File: src/rtl/wb_stage_if.sv
// MEM/WB payload and write-back port bundle for wb_stage.
// master drives the stage inputs, slave is the write-back stage itself.
interface wb_stage_if #(
   parameter int NB_DATA     = 32,
   parameter int NB_REG_ADDR = 5,
   parameter int NB_SEL      = 2
);
   logic                   i_stall;
   logic                   i_flush;
   logic                   i_valid;
   logic [NB_DATA-1:0]     i_data_alu;
   logic [NB_DATA-1:0]     i_data_mem;
   logic [NB_DATA-1:0]     i_pc_link;
   logic [NB_DATA-1:0]     i_imm_upper;
   logic [NB_SEL-1:0]      i_wb_sel;
   logic [1:0]             i_mem_size;
   logic                   i_mem_unsigned;
   logic [1:0]             i_byte_off;
   logic                   i_reg_write;
   logic [NB_REG_ADDR-1:0] i_reg_addr;
   logic [NB_DATA-1:0]     o_wb_data;
   logic [NB_REG_ADDR-1:0] o_wb_addr;
   logic                   o_wb_en;
   logic                   o_valid;

   modport master (
      output i_stall, i_flush, i_valid, i_data_alu, i_data_mem, i_pc_link,
             i_imm_upper, i_wb_sel, i_mem_size, i_mem_unsigned, i_byte_off,
             i_reg_write, i_reg_addr,
      input  o_wb_data, o_wb_addr, o_wb_en, o_valid
   );

   modport slave (
      input  i_stall, i_flush, i_valid, i_data_alu, i_data_mem, i_pc_link,
             i_imm_upper, i_wb_sel, i_mem_size, i_mem_unsigned, i_byte_off,
             i_reg_write, i_reg_addr,
      output o_wb_data, o_wb_addr, o_wb_en, o_valid
   );
endinterface

File: src/rtl/wb_stage.sv
// Registered MIPS write-back stage: 4-way source select with sub-word load extraction.
// One cycle latency, all outputs registered; flush beats stall beats capture.
module wb_stage #(
   parameter int NB_DATA     = 32,
   parameter int NB_REG_ADDR = 5,
   parameter int NB_SEL      = 2
) (
   input  logic     i_clk,
   input  logic     i_rst_n,
   wb_stage_if.slave bus
);

   localparam logic [NB_SEL-1:0] SEL_MEM  = 2'd0;
   localparam logic [NB_SEL-1:0] SEL_ALU  = 2'd1;
   localparam logic [NB_SEL-1:0] SEL_LINK = 2'd2;
   localparam logic [NB_SEL-1:0] SEL_IMM  = 2'd3;

   localparam logic [1:0] SIZE_BYTE = 2'b00;
   localparam logic [1:0] SIZE_HALF = 2'b01;

   logic [7:0]             byte_lane;
   logic [15:0]            half_lane;
   logic [NB_DATA-1:0]     load_data;
   logic [NB_DATA-1:0]     src_data;
   logic                   wr_en_next;

   logic [NB_DATA-1:0]     wb_data_q;
   logic [NB_REG_ADDR-1:0] wb_addr_q;
   logic                   wb_en_q;
   logic                   valid_q;

   // Little-endian lanes: lane k sits at bits [8k+7:8k].
   always_comb begin
      byte_lane = bus.i_data_mem[7:0];
      case (bus.i_byte_off)
         2'd0: byte_lane = bus.i_data_mem[7:0];
         2'd1: byte_lane = bus.i_data_mem[15:8];
         2'd2: byte_lane = bus.i_data_mem[23:16];
         2'd3: byte_lane = bus.i_data_mem[31:24];
         default: byte_lane = bus.i_data_mem[7:0];
      endcase
   end

   // Low offset bit is ignored for halves; misalignment traps in MEM.
   assign half_lane = bus.i_byte_off[1] ? bus.i_data_mem[31:16] : bus.i_data_mem[15:0];

   always_comb begin
      load_data = bus.i_data_mem;
      case (bus.i_mem_size)
         SIZE_BYTE: load_data = {{24{byte_lane[7] & ~bus.i_mem_unsigned}}, byte_lane};
         SIZE_HALF: load_data = {{16{half_lane[15] & ~bus.i_mem_unsigned}}, half_lane};
         default:   load_data = bus.i_data_mem;
      endcase
   end

   always_comb begin
      src_data = load_data;
      case (bus.i_wb_sel)
         SEL_MEM:  src_data = load_data;
         SEL_ALU:  src_data = bus.i_data_alu;
         SEL_LINK: src_data = bus.i_pc_link;
         SEL_IMM:  src_data = bus.i_imm_upper;
         default:  src_data = load_data;
      endcase
   end

   // r0 is hardwired to zero, so a write to it is never issued.
   assign wr_en_next = bus.i_valid & bus.i_reg_write & (bus.i_reg_addr != '0);

   always_ff @(posedge i_clk or negedge i_rst_n) begin
      if (!i_rst_n) begin
         wb_data_q <= '0;
         wb_addr_q <= '0;
         wb_en_q   <= 1'b0;
         valid_q   <= 1'b0;
      end else if (bus.i_flush) begin
         wb_data_q <= '0;
         wb_addr_q <= '0;
         wb_en_q   <= 1'b0;
         valid_q   <= 1'b0;
      end else if (!bus.i_stall) begin
         wb_data_q <= src_data;
         wb_addr_q <= bus.i_reg_addr;
         wb_en_q   <= wr_en_next;
         valid_q   <= bus.i_valid;
      end
   end

   assign bus.o_wb_data = wb_data_q;
   assign bus.o_wb_addr = wb_addr_q;
   assign bus.o_wb_en   = wb_en_q;
   assign bus.o_valid   = valid_q;

endmodule

File: src/flat_wrapper.sv
// flat-port wrapper written by rule: the top's interface ports become plain ports
module wb_stage_flat 
#(
   parameter int NB_DATA     = 32,
   parameter int NB_REG_ADDR = 5,
   parameter int NB_SEL      = 2
)
  (i_clk, i_rst_n, bus_i_stall, bus_i_flush, bus_i_valid, bus_i_data_alu, bus_i_data_mem, bus_i_pc_link, bus_i_imm_upper, bus_i_wb_sel, bus_i_mem_size, bus_i_mem_unsigned, bus_i_byte_off, bus_i_reg_write, bus_i_reg_addr, bus_o_wb_data, bus_o_wb_addr, bus_o_wb_en, bus_o_valid);
  wb_stage_if #(.NB_DATA(NB_DATA), .NB_REG_ADDR(NB_REG_ADDR), .NB_SEL(NB_SEL)) bus_i ();
  input  logic i_clk;
  input  logic i_rst_n;
  input wire logic [$bits(bus_i.i_stall)-1:0] bus_i_stall;
  input wire logic [$bits(bus_i.i_flush)-1:0] bus_i_flush;
  input wire logic [$bits(bus_i.i_valid)-1:0] bus_i_valid;
  input wire logic [$bits(bus_i.i_data_alu)-1:0] bus_i_data_alu;
  input wire logic [$bits(bus_i.i_data_mem)-1:0] bus_i_data_mem;
  input wire logic [$bits(bus_i.i_pc_link)-1:0] bus_i_pc_link;
  input wire logic [$bits(bus_i.i_imm_upper)-1:0] bus_i_imm_upper;
  input wire logic [$bits(bus_i.i_wb_sel)-1:0] bus_i_wb_sel;
  input wire logic [$bits(bus_i.i_mem_size)-1:0] bus_i_mem_size;
  input wire logic [$bits(bus_i.i_mem_unsigned)-1:0] bus_i_mem_unsigned;
  input wire logic [$bits(bus_i.i_byte_off)-1:0] bus_i_byte_off;
  input wire logic [$bits(bus_i.i_reg_write)-1:0] bus_i_reg_write;
  input wire logic [$bits(bus_i.i_reg_addr)-1:0] bus_i_reg_addr;
  output wire logic [$bits(bus_i.o_wb_data)-1:0] bus_o_wb_data;
  output wire logic [$bits(bus_i.o_wb_addr)-1:0] bus_o_wb_addr;
  output wire logic [$bits(bus_i.o_wb_en)-1:0] bus_o_wb_en;
  output wire logic [$bits(bus_i.o_valid)-1:0] bus_o_valid;
  assign bus_i.i_stall = bus_i_stall;
  assign bus_i.i_flush = bus_i_flush;
  assign bus_i.i_valid = bus_i_valid;
  assign bus_i.i_data_alu = bus_i_data_alu;
  assign bus_i.i_data_mem = bus_i_data_mem;
  assign bus_i.i_pc_link = bus_i_pc_link;
  assign bus_i.i_imm_upper = bus_i_imm_upper;
  assign bus_i.i_wb_sel = bus_i_wb_sel;
  assign bus_i.i_mem_size = bus_i_mem_size;
  assign bus_i.i_mem_unsigned = bus_i_mem_unsigned;
  assign bus_i.i_byte_off = bus_i_byte_off;
  assign bus_i.i_reg_write = bus_i_reg_write;
  assign bus_i.i_reg_addr = bus_i_reg_addr;
  assign bus_o_wb_data = bus_i.o_wb_data;
  assign bus_o_wb_addr = bus_i.o_wb_addr;
  assign bus_o_wb_en = bus_i.o_wb_en;
  assign bus_o_valid = bus_i.o_valid;
  wb_stage #(.NB_DATA(NB_DATA), .NB_REG_ADDR(NB_REG_ADDR), .NB_SEL(NB_SEL)) u_core (.i_clk(i_clk), .i_rst_n(i_rst_n), .bus(bus_i));
endmodule
File: config.mk
export PLATFORM = sky130hd
export DESIGN_NAME = wb_stage_flat
export DESIGN_NICKNAME = d
export VERILOG_FILES = /design/src/rtl/wb_stage_if.sv /design/src/rtl/wb_stage.sv /design/src/flat_wrapper.sv
export SDC_FILE = /design/constraint.sdc
export NUM_CORES = 1
export LEC_CHECK = 0
export CORE_MARGIN = 1.5
export CORE_UTILIZATION = 42
export DETAILED_ROUTE_END_ITERATION = 16
export MAX_ROUTING_LAYER = met4
export PLACE_DENSITY = 0.95
export SLEW_MARGIN = 5
export SYNTH_ARGS = -nofsm -noshare
export SYNTH_HDL_FRONTEND = slang
export SYNTH_SLANG_ARGS = --single-unit
File: constraint.sdc
create_clock -name i_clk -period 1.5 [get_ports i_clk]
set_clock_uncertainty 0.1 [all_clocks]
set_input_delay 0.15 -clock i_clk [delete_from_list [all_inputs] [get_ports i_clk]]
set_output_delay 0.15 -clock i_clk [all_outputs]
set_load 0.05 [all_outputs]
# After elaboration in Yosys (flattened, before gate mapping)
# Cells that the tools add are included.
# classes
eq_ne	8
muxes	12
n_bitwise	5
reduce_logical	4
# ops
op	n
one-hot mux 32 bit (4 select lines)	1
two-way mux 32 bit	2
one-hot mux 32 bit (2 select lines)	1
one-hot mux 8 bit (4 select lines)	1
two-way mux 16 bit	1
two-way mux 5 bit	2
== test 2 bit, second input constant	4
== test 2 x 1 -> 1 bit, second input constant	3
zero test 2 bit	3
nonzero test 5 bit	1
AND 1 bit	4
two-way mux 1 bit	4
inequality test 2 x 1 -> 1 bit, second input constant	1
inverter 1 bit	1
# totals
ff_bits	39
in_bits	146
output_inout_bits	39

# Logic depth before layout (Yosys ltp)
# Gate-level depths: netlist of run 1.
# logic_depth
ltp_word	7
mapped_depth	7
ltp_nobuf	4

# Worst setup path after synthesis of run 1
# OpenSTA, ideal clock, no wires.
# synth_path
path_kind	input to register
from	in bus_i_byte_off[0]
to	reg u_core.wb_data_q[7] (netlist: u_core.bus.o_wb_data[7])
setup_ps	121
t_arrival_ps	1302
required_ps	1279
slack_ps	-23
cell_stages	5
path_buffers	1
cell_sequence	buf_2 mux2i_1 o22ai_2 a211o_1 a22o_1
# synth_between
elab_chain_len	6
elab_cells_between_ends	9
cone_classes	3 x eq/ne; 5 x mux; 1 x reduce/logical
# synth_lines
element	line	text
start: declaration	flat_wrapper.sv:22	input wire logic [$bits(bus_i.i_byte_off)-1:0] bus_i_byte_off;
== test 2 bit (tied with other cells)	wb_stage.sv:35	case (bus.i_byte_off)
one-hot mux 8 bit (4 select lines) *	wb_stage.sv:35	
one-hot mux 32 bit (2 select lines) *	wb_stage.sv:49	case (bus.i_mem_size)
one-hot mux 32 bit (4 select lines) *	wb_stage.sv:58	case (bus.i_wb_sel)
two-way mux 32 bit *	wb_stage.sv:81	end else if (!bus.i_stall) begin
two-way mux 32 bit *	wb_stage.sv:76	end else if (bus.i_flush) begin
end signal: assignment	wb_stage.sv:82	wb_data_q <= src_data;
end: declaration	wb_stage.sv:27	logic [NB_DATA-1:0] wb_data_q;
# Every way passes the cells marked *; elsewhere a longest branch is shown, timed or not. The select of a mux whose other input is x is not followed.
# A chain may end at the register's enable or synchronous reset.

# Worst setup path in the final report of run 1
# layout_path
from	in bus_i_byte_off[1]
to	reg u_core.wb_data_q[11] (netlist: u_core.bus.o_wb_data[11])
# layout_between
elab_chain_len	7
elab_cells_between_ends	11
cone_classes	3 x eq/ne; 6 x mux; 1 x bitwise; 1 x reduce/logical
# layout_lines
element	line	text
== test 2 bit (tied with other cells)	wb_stage.sv:35	
one-hot mux 8 bit (4 select lines)	wb_stage.sv:35	
AND 1 bit	wb_stage.sv:50	SIZE_BYTE: load_data = {{24{byte_lane[7] & ~bus.i_mem_unsigned}}, byte_lane};
one-hot mux 32 bit (2 select lines) *	wb_stage.sv:49	
one-hot mux 32 bit (4 select lines) *	wb_stage.sv:58	
two-way mux 32 bit *	wb_stage.sv:81	
two-way mux 32 bit *	wb_stage.sv:76	
# Marks and branches as above.

==> results_dict.tcl, run 1 <==
set metrics [dict create \
    intPower_w 0.00262 \
    start_util 0.433 \
    max-slew-margin-rel 0.568 \
    cts_sinks 39 \
    clockBufferDepth 2 \
    total_power_w 0.00402 \
    pwr-share-clk 0.236 \
    drv_slew 0 \
    htree_levels 2 \
    async_flop_share 1.00 \
    hpwl_um 10500 \
    yosysTopAreaCellShare 0.311 \
    crit_type "in -> reg" \
    synth_cells 362 \
    grt_pass1_wl_um 20000 \
    num_rows 31 \
    path_buf_inv 3 \
    syn_area_um2 3140 \
    period_share 0.983 \
    comb_power_share 0.459 \
    synth_nets 508 \
    synthFlopType "dfrtp_1" \
    synth-edff-count 0 \
    clk_pin_slew_worst_paths_ns 0.08 \
    yosysWarnings 0 \
    pwr-share-seq 0.305 \
    slowest_delay_ns 0.55 \
    synth_seq_area_share 0.311 \
    synth_cell_type_count 42 \
    worst_slew_pin_slew_ns 0.648 \
    grtUsageTotal 0.346 \
    synth_top_area_cell "dfrtp_1" \
    r2r-end "u_core.bus.o_wb_data[27]$_DFFE_PN0P_" \
    antennaDiodeCount 0 \
    reg2reg_depth 2 \
    wl_per_cell_um 21.1 \
    setup_viol 0 \
    grt_pass1_vias 4106 \
    required_ns 1.62 \
    dieWidth_um 89.5 \
    cts_inserted_buffers 5 \
    worstPathMaxFanout 7 \
    whs_ns 0.237 \
    io_pins 185 \
    drt_drc_violations_left 0 \
    switching_power_w 0.00140 \
    globalRouteOverflowTotal 0 \
    outcome "completed" \
    num-fill-cells 412 \
    drtIter0Drc 306 \
    nets 719 \
    synth-seq-cells 39 \
    core_area_um2 7250 \
    rsz0062_at_grt "true" \
    leakage_nw 2.73 \
    die_area_um2 8010 \
    grt_start_max_net_pins 33 \
    drive_gt1_frac 0.258 \
    path_cells "clkbuf_2 > buf_6 > or4_4 > o221ai_4 > buf_12 > nor3_2 > o31ai_2" \
    crit_family "simple AND/OR/NAND/NOR gates" \
    hold_path_class "in -> async" \
    portBuffers 184 \
    die_h_um 89.5 \
    power.density_nw_per_um2 677 \
    ir_drop_v 0.000412 \
    rrSetupSlack_ns 0.57 \
    synthTopCellsByArea "dfrtp_1 31%, mux2i_1 14%, a221oi_1 7.2%" \
    maxClockFrequency_mhz 678 \
    cap_viol_max_count 0 \
    gp_congestion 1.10 \
    area_growth_syn_to_layout_pct 89.0 \
    critPathArrivalTime_ns 1.59 \
    cp_slowest_cell "or4_4" \
    antenna_found_initial 0 \
    cp-start-kind "input port" \
    avgSynthCellArea_um2 8.68 \
    firstDrtPassIters 5 \
    vias 4065 \
    ant_nets 0 \
    period_needed_ns 1.48 \
    viasPerCell 6.04 \
    r2r-start "u_core.bus.o_wb_data[27]$_DFFE_PN0P_" \
    drt-total-wl_um 14200 \
    hold_viol 0 \
    crit_path_end_kind "flop" \
    cts_tree "built" \
    swShare 0.349 \
    root_buffer "clkbuf_8" \
    clkLatencyLatePin_ns 0.30 \
]
sequential cells by signal (all words and copies together), names as in the netlist:
register and cells:
u_core.bus.o_valid 1, u_core.bus.o_wb_data 32, u_core.bus.o_wb_en 1, u_core.bus.o_wb_addr 5
per-stage QoR:
step	cells	setup WS [ns]	TNS [ns]	util	area [µm²]
2_1_floorplan	362	-0.00899	-0.0218	-	3150
3_3_place_gp	660	-0.616	-16.13	0.774	5610
3_5_place_dp	660	-0.685	-18.59	0.774	5610
4_1_cts	672	0.000607	0	0.804	5830
5_1_grt	673	-0.0135	-0.0478	0.819	5940
6_report	673	0.0250	0	0.819	5940
per-layer routing:
metal	up-vias	wire (µm)	GRT usage
met5	-	0	-
met4	0	759	0.159
met3	81	1340	0.0757
met2	297	7210	0.625
met1	1895	4900	0.355
li1	1792	-	-
synthesized netlist by cell type (2+ instances only):
cell type,count
o31ai_2,3
nor2_1,11
o21ai_0,15
a221oi_1,26
nor2b_1,5
o211ai_1,27
a211o_1,2
o21ai_1,5
mux4_2,2
nand2_1,57
a22o_1,11
a21oi_1,7
mux2i_1,43
a22oi_1,17
inv_1,16
clkbuf_1,19
nand2b_1,3
dfrtp_1,39
a21o_1,18
buf_2,14
layout make-up:
type / instances / area [µm²] / area share
Inverter: 17 / 67.6 / 0.0114
Clock inverter: 2 / 35.0 / 0.00590
Clock buffer: 6 / 82.6 / 0.0139
Timing Repair Buffer: 240 / 2560 / 0.430
Sequential cell: 39 / 976 / 0.164
Tap cell: 99 / 124 / 0.0209
Multi-Input combinational cell: 270 / 2100 / 0.353
kinds of logic (layout without fill, tap and decap cells):
| group | count (synthesis) | after routing | synth area share |
|---|---|---|---|
| mux | 47 | 47 | 0.159 |
| flops | 39 | 39 | 0.311 |
| compound gates | 136 | 136 | 0.334 |
| buf+inv | 53 | 265 | 0.0725 |
| simple gates | 87 | 87 | 0.125 |
worst register-to-register path: cells and delay by family, from the launching register on:
kind            cells  cell delay [ns]
compound gates      1             0.21
simple gates        1             0.09
flops               1             0.42
worst max-delay path by stage:
stage | start | endpoint | slack (ns) | cells past startpoint
2_1_floorplan | bus_i_mem_size[0] | u_core.bus.o_wb_data[8]$_DFFE_PN0P_ | -0.009 | 5
3_3_place_gp | bus_i_byte_off[0] | u_core.bus.o_wb_data[14]$_DFFE_PN0P_ | -0.62 | 5
3_5_place_dp | bus_i_byte_off[0] | u_core.bus.o_wb_data[5]$_DFFE_PN0P_ | -0.68 | 4
4_1_cts | bus_i_byte_off[0] | u_core.bus.o_wb_data[4]$_DFFE_PN0P_ | 0.0006 | 6
5_1_grt | bus_i_flush | u_core.bus.o_wb_data[22]$_DFFE_PN0P_ | -0.01 | 6
6_report | bus_i_byte_off[1] | u_core.bus.o_wb_data[11]$_DFFE_PN0P_ | 0.02 | 7
cell usage in the layout (no fill, tap or decap), types with 2 or more instances in the layout:
master             n
o21ai_1            7
mux2i_1           41
nor2_1            10
nand2b_1           3
a221oi_2          15
dfrtp_1           39
mux4_2             2
a221oi_1           9
nor2b_1            2
o21ai_0           13
dlygate4sd2_1      3
a22o_1            11
nand2_1           57
buf_6              4
inv_1             16
clkbuf_8           6
buf_2              2
o211ai_1          27
nor2b_2            3
a211o_1            2
a21oi_1            6
clkdlybuf4s50_1  132
buf_12            32
a22oi_1           17
buf_4             58
nor2_2             2
clkbuf_2           4
a21o_1            18
o31ai_2            3
a221oi_4           2
dlymetal6s2s_1     3
power by group through the flow:
stage / Clock (W) / Sequential [W] / Combinational, W
finish: 0.000947 / 0.00123 / 0.00185
detailed placement: 0 / 0.00125 / 0.00174
floorplan: 0 / 0.00151 / 0.000468
global route: 0.000981 / 0.00124 / 0.00192
CTS: 0.000942 / 0.00123 / 0.00178
global placement: 0 / 0.00124 / 0.00169
what timing repair did:
| action | CTS | global route |
|---|---|---|
| hold endpoints to repair | 17 | 0 |
| gates resized for setup | 23 | 30 |
| gates cloned | 1 | 0 |
| hold buffers | 1 | 0 |
| setup buffers | 2 | 1 |
| endpoints found under the setup margin | 32 | 31 |
| pin swaps | 2 | 5 |
Power figures use the tool's default switching activity.
==> run 2: changes to the inputs <==
- SETUP_SLACK_MARGIN: unset -> 0.3
==> run 2 against run 1 <==
  * Power grew 11%
  * Flip-flop and latch count stayed put
  * Design area grew 7.8%
  * Utilization grew 6.4 points
  * Non-clock buffer count increased by 24
  * Setup slack better by 0.029 ns
  * Clock-buffer cell count is 1 lower
  * Sequential power is essentially flat
  * Routed wire length grew 34%
  * Largest cell class unchanged
  * Largest power group unchanged
==> results_dict.tcl, run 2 (synthesized netlist as in run 1, its figures left out) <==
set metrics [dict create \
    drive_gt1_frac 0.328 \
    final_common_cell "clkdlybuf4s50_1" \
    swShare 0.365 \
    rsz0062_at_grt "true" \
    slowest_delay_ns 0.36 \
    layout_common_cells "109 x clkdlybuf4s50_1, 72 x buf_4, 57 x nand2_1" \
    hold_viol 0 \
    drv_slew 0 \
    cp_slowest_cell "a221oi_2" \
    path_buf_inv 2 \
    intPower_w 0.00282 \
    die_h_um 89.5 \
    largest_register_ffs 32 \
    total_power_w 0.00444 \
    setup_viol 0 \
    viasPerCell 6.80 \
    area_growth_syn_to_layout_pct 104 \
    clockBufferDepth 2 \
    outcome "completed" \
    dpl_cell_area_um2 5730 \
    crit_path_end_kind "flop" \
    drtIter0Drc 494 \
    core_area_um2 7250 \
    maxClockFrequency_mhz 692 \
    vias 4748 \
    period_needed_ns 1.45 \
    num_rows 31 \
    nets 743 \
    start_util 0.433 \
    crit_family "simple AND/OR/NAND/NOR gates" \
    worstPathMaxFanout 11 \
    antenna_found_initial 1 \
    grtUsageTotal 0.425 \
    max-slew-margin-rel 0.493 \
    clkLatencyLatePin_ns 0.31 \
    power.density_nw_per_um2 694 \
    grt_start_max_net_pins 40 \
    hpwl_um 10500 \
    ir_drop_v 0.000589 \
    period_share 0.964 \
    worst_slew_pin_slew_ns 0.759 \
    drt_drc_violations_left 0 \
    critPathArrivalTime_ns 1.54 \
    comb_power_share 0.468 \
    root_buffer "clkbuf_8" \
    gp_congestion 1.03 \
    pwr-share-clk 0.253 \
    pwr-share-seq 0.279 \
    io_pins 185 \
    htree_levels 2 \
    cp-start-kind "input port" \
    hold_path_class "in -> reg" \
    grt_pass1_wl_um 24400 \
    required_ns 1.59 \
    cts_sinks 39 \
    wl_per_cell_um 27.3 \
    dieWidth_um 89.5 \
    cts_tree "built" \
    die_area_um2 8010 \
    path_cells "buf_12 > buf_4 > nor2b_2 > nand3_1 > a221oi_2 > o21ai_0" \
    leakage_nw 2.96 \
    grt_pass1_vias 4574 \
    firstDrtPassIters 6 \
    crit_type "in -> reg" \
    cap_viol_max_count 0 \
    final_area_um2 6400 \
    cts_inserted_buffers 5 \
    ant_nets 0 \
    clk_pin_slew_worst_paths_ns 0.09 \
    num-fill-cells 303 \
    portBuffers 184 \
    globalRouteOverflowTotal 0 \
    switching_power_w 0.00162 \
    drt-total-wl_um 19000 \
]
[run 2: cell count changes in the layout (fill, tap and decap cells not counted), sizes merged]
cell	before	now
clkbuf	10	8
clkdlybuf4s50	132	109
bufinv	1	2
diode	0	1
buf	96	126
dlymetal6s2s	3	2
dlygate4sd2	3	22
[run 2: repair_timing]
item,in CTS,in global routing
gates resized for setup,105,25
pin swaps,18,28
cloned,2,2
setup buffers,8,10
hold buffers,1,0
setup endpoints to repair,33,32
hold endpoints to repair,39,0
[run 2: power by group through the flow]
stage / clock network [W] / logic, W / registers (W)
global route: 0.00115 / 0.00215 / 0.00124
floorplan: 0 / 0.000531 / 0.00151
CTS: 0.00107 / 0.00189 / 0.00123
finish: 0.00112 / 0.00208 / 0.00124
detailed placement: 0 / 0.00177 / 0.00125
global placement: 0 / 0.00172 / 0.00125
[run 2: layer usage]
layer | global-route usage | routed length, µm
met5 | - | 0
met4 | 0.284 | 1690
met3 | 0.124 | 2260
met2 | 0.714 | 8940
met1 | 0.428 | 6150
[run 2: final timing paths]
path                                                       from                                    to  slack, ns  cells after the start
hold / removal                                bus_i_mem_size[0]   u_core.bus.o_wb_data[7]$_DFFE_PN0P_       0.13                      3
hold reg to reg            u_core.bus.o_wb_data[13]$_DFFE_PN0P_  u_core.bus.o_wb_data[13]$_DFFE_PN0P_       0.42                      2
min in group asynchronous                               i_rst_n   u_core.bus.o_wb_data[9]$_DFFE_PN0P_       0.37                      3
max in group asynchronous                               i_rst_n   u_core.bus.o_wb_data[0]$_DFFE_PN0P_       0.55                      3
setup reg to reg           u_core.bus.o_wb_data[24]$_DFFE_PN0P_  u_core.bus.o_wb_data[24]$_DFFE_PN0P_       0.47                      2
setup / recovery                              bus_i_mem_size[0]   u_core.bus.o_wb_data[1]$_DFFE_PN0P_       0.05                      6
[run 2: cell type report]
| cell class | instances | area (µm²) | share of cell area |
|---|---|---|---|
| Antenna cell | 1 | 2.50 | 0.000391 |
| Clock buffer | 5 | 68.8 | 0.0108 |
| Clock inverter | 3 | 67.6 | 0.0106 |
| Inverter | 17 | 63.8 | 0.00997 |
| Multi-Input combinational cell | 270 | 2290 | 0.358 |
| Sequential cell | 39 | 976 | 0.152 |
| Tap cell | 99 | 124 | 0.0194 |
| Timing Repair Buffer | 264 | 2800 | 0.438 |
[run 2: through the flow]
| stage | setup WS [ns] | utilization | instances | TNS [ns] | hold WS [ns] |
|---|---|---|---|---|---|
| 2_1_floorplan | 0.0406 | - | 362 | 0 | -0.246 |
| 3_3_place_gp | -0.516 | 0.790 | 666 | -14.59 | 0.128 |
| 3_5_place_dp | -0.609 | 0.790 | 666 | -17.67 | 0.135 |
| 4_1_cts | 0.179 | 0.857 | 685 | 0 | 0.109 |
| 5_1_grt | 0.0546 | 0.883 | 698 | 0 | 0.148 |
| 6_report | 0.0544 | 0.883 | 698 | 0 | 0.128 |
[run 2: worst min-delay path, cell delays in order]
cell and delay (ns):
buf_12 0.09, a211o_1 0.12, a22o_1 0.14
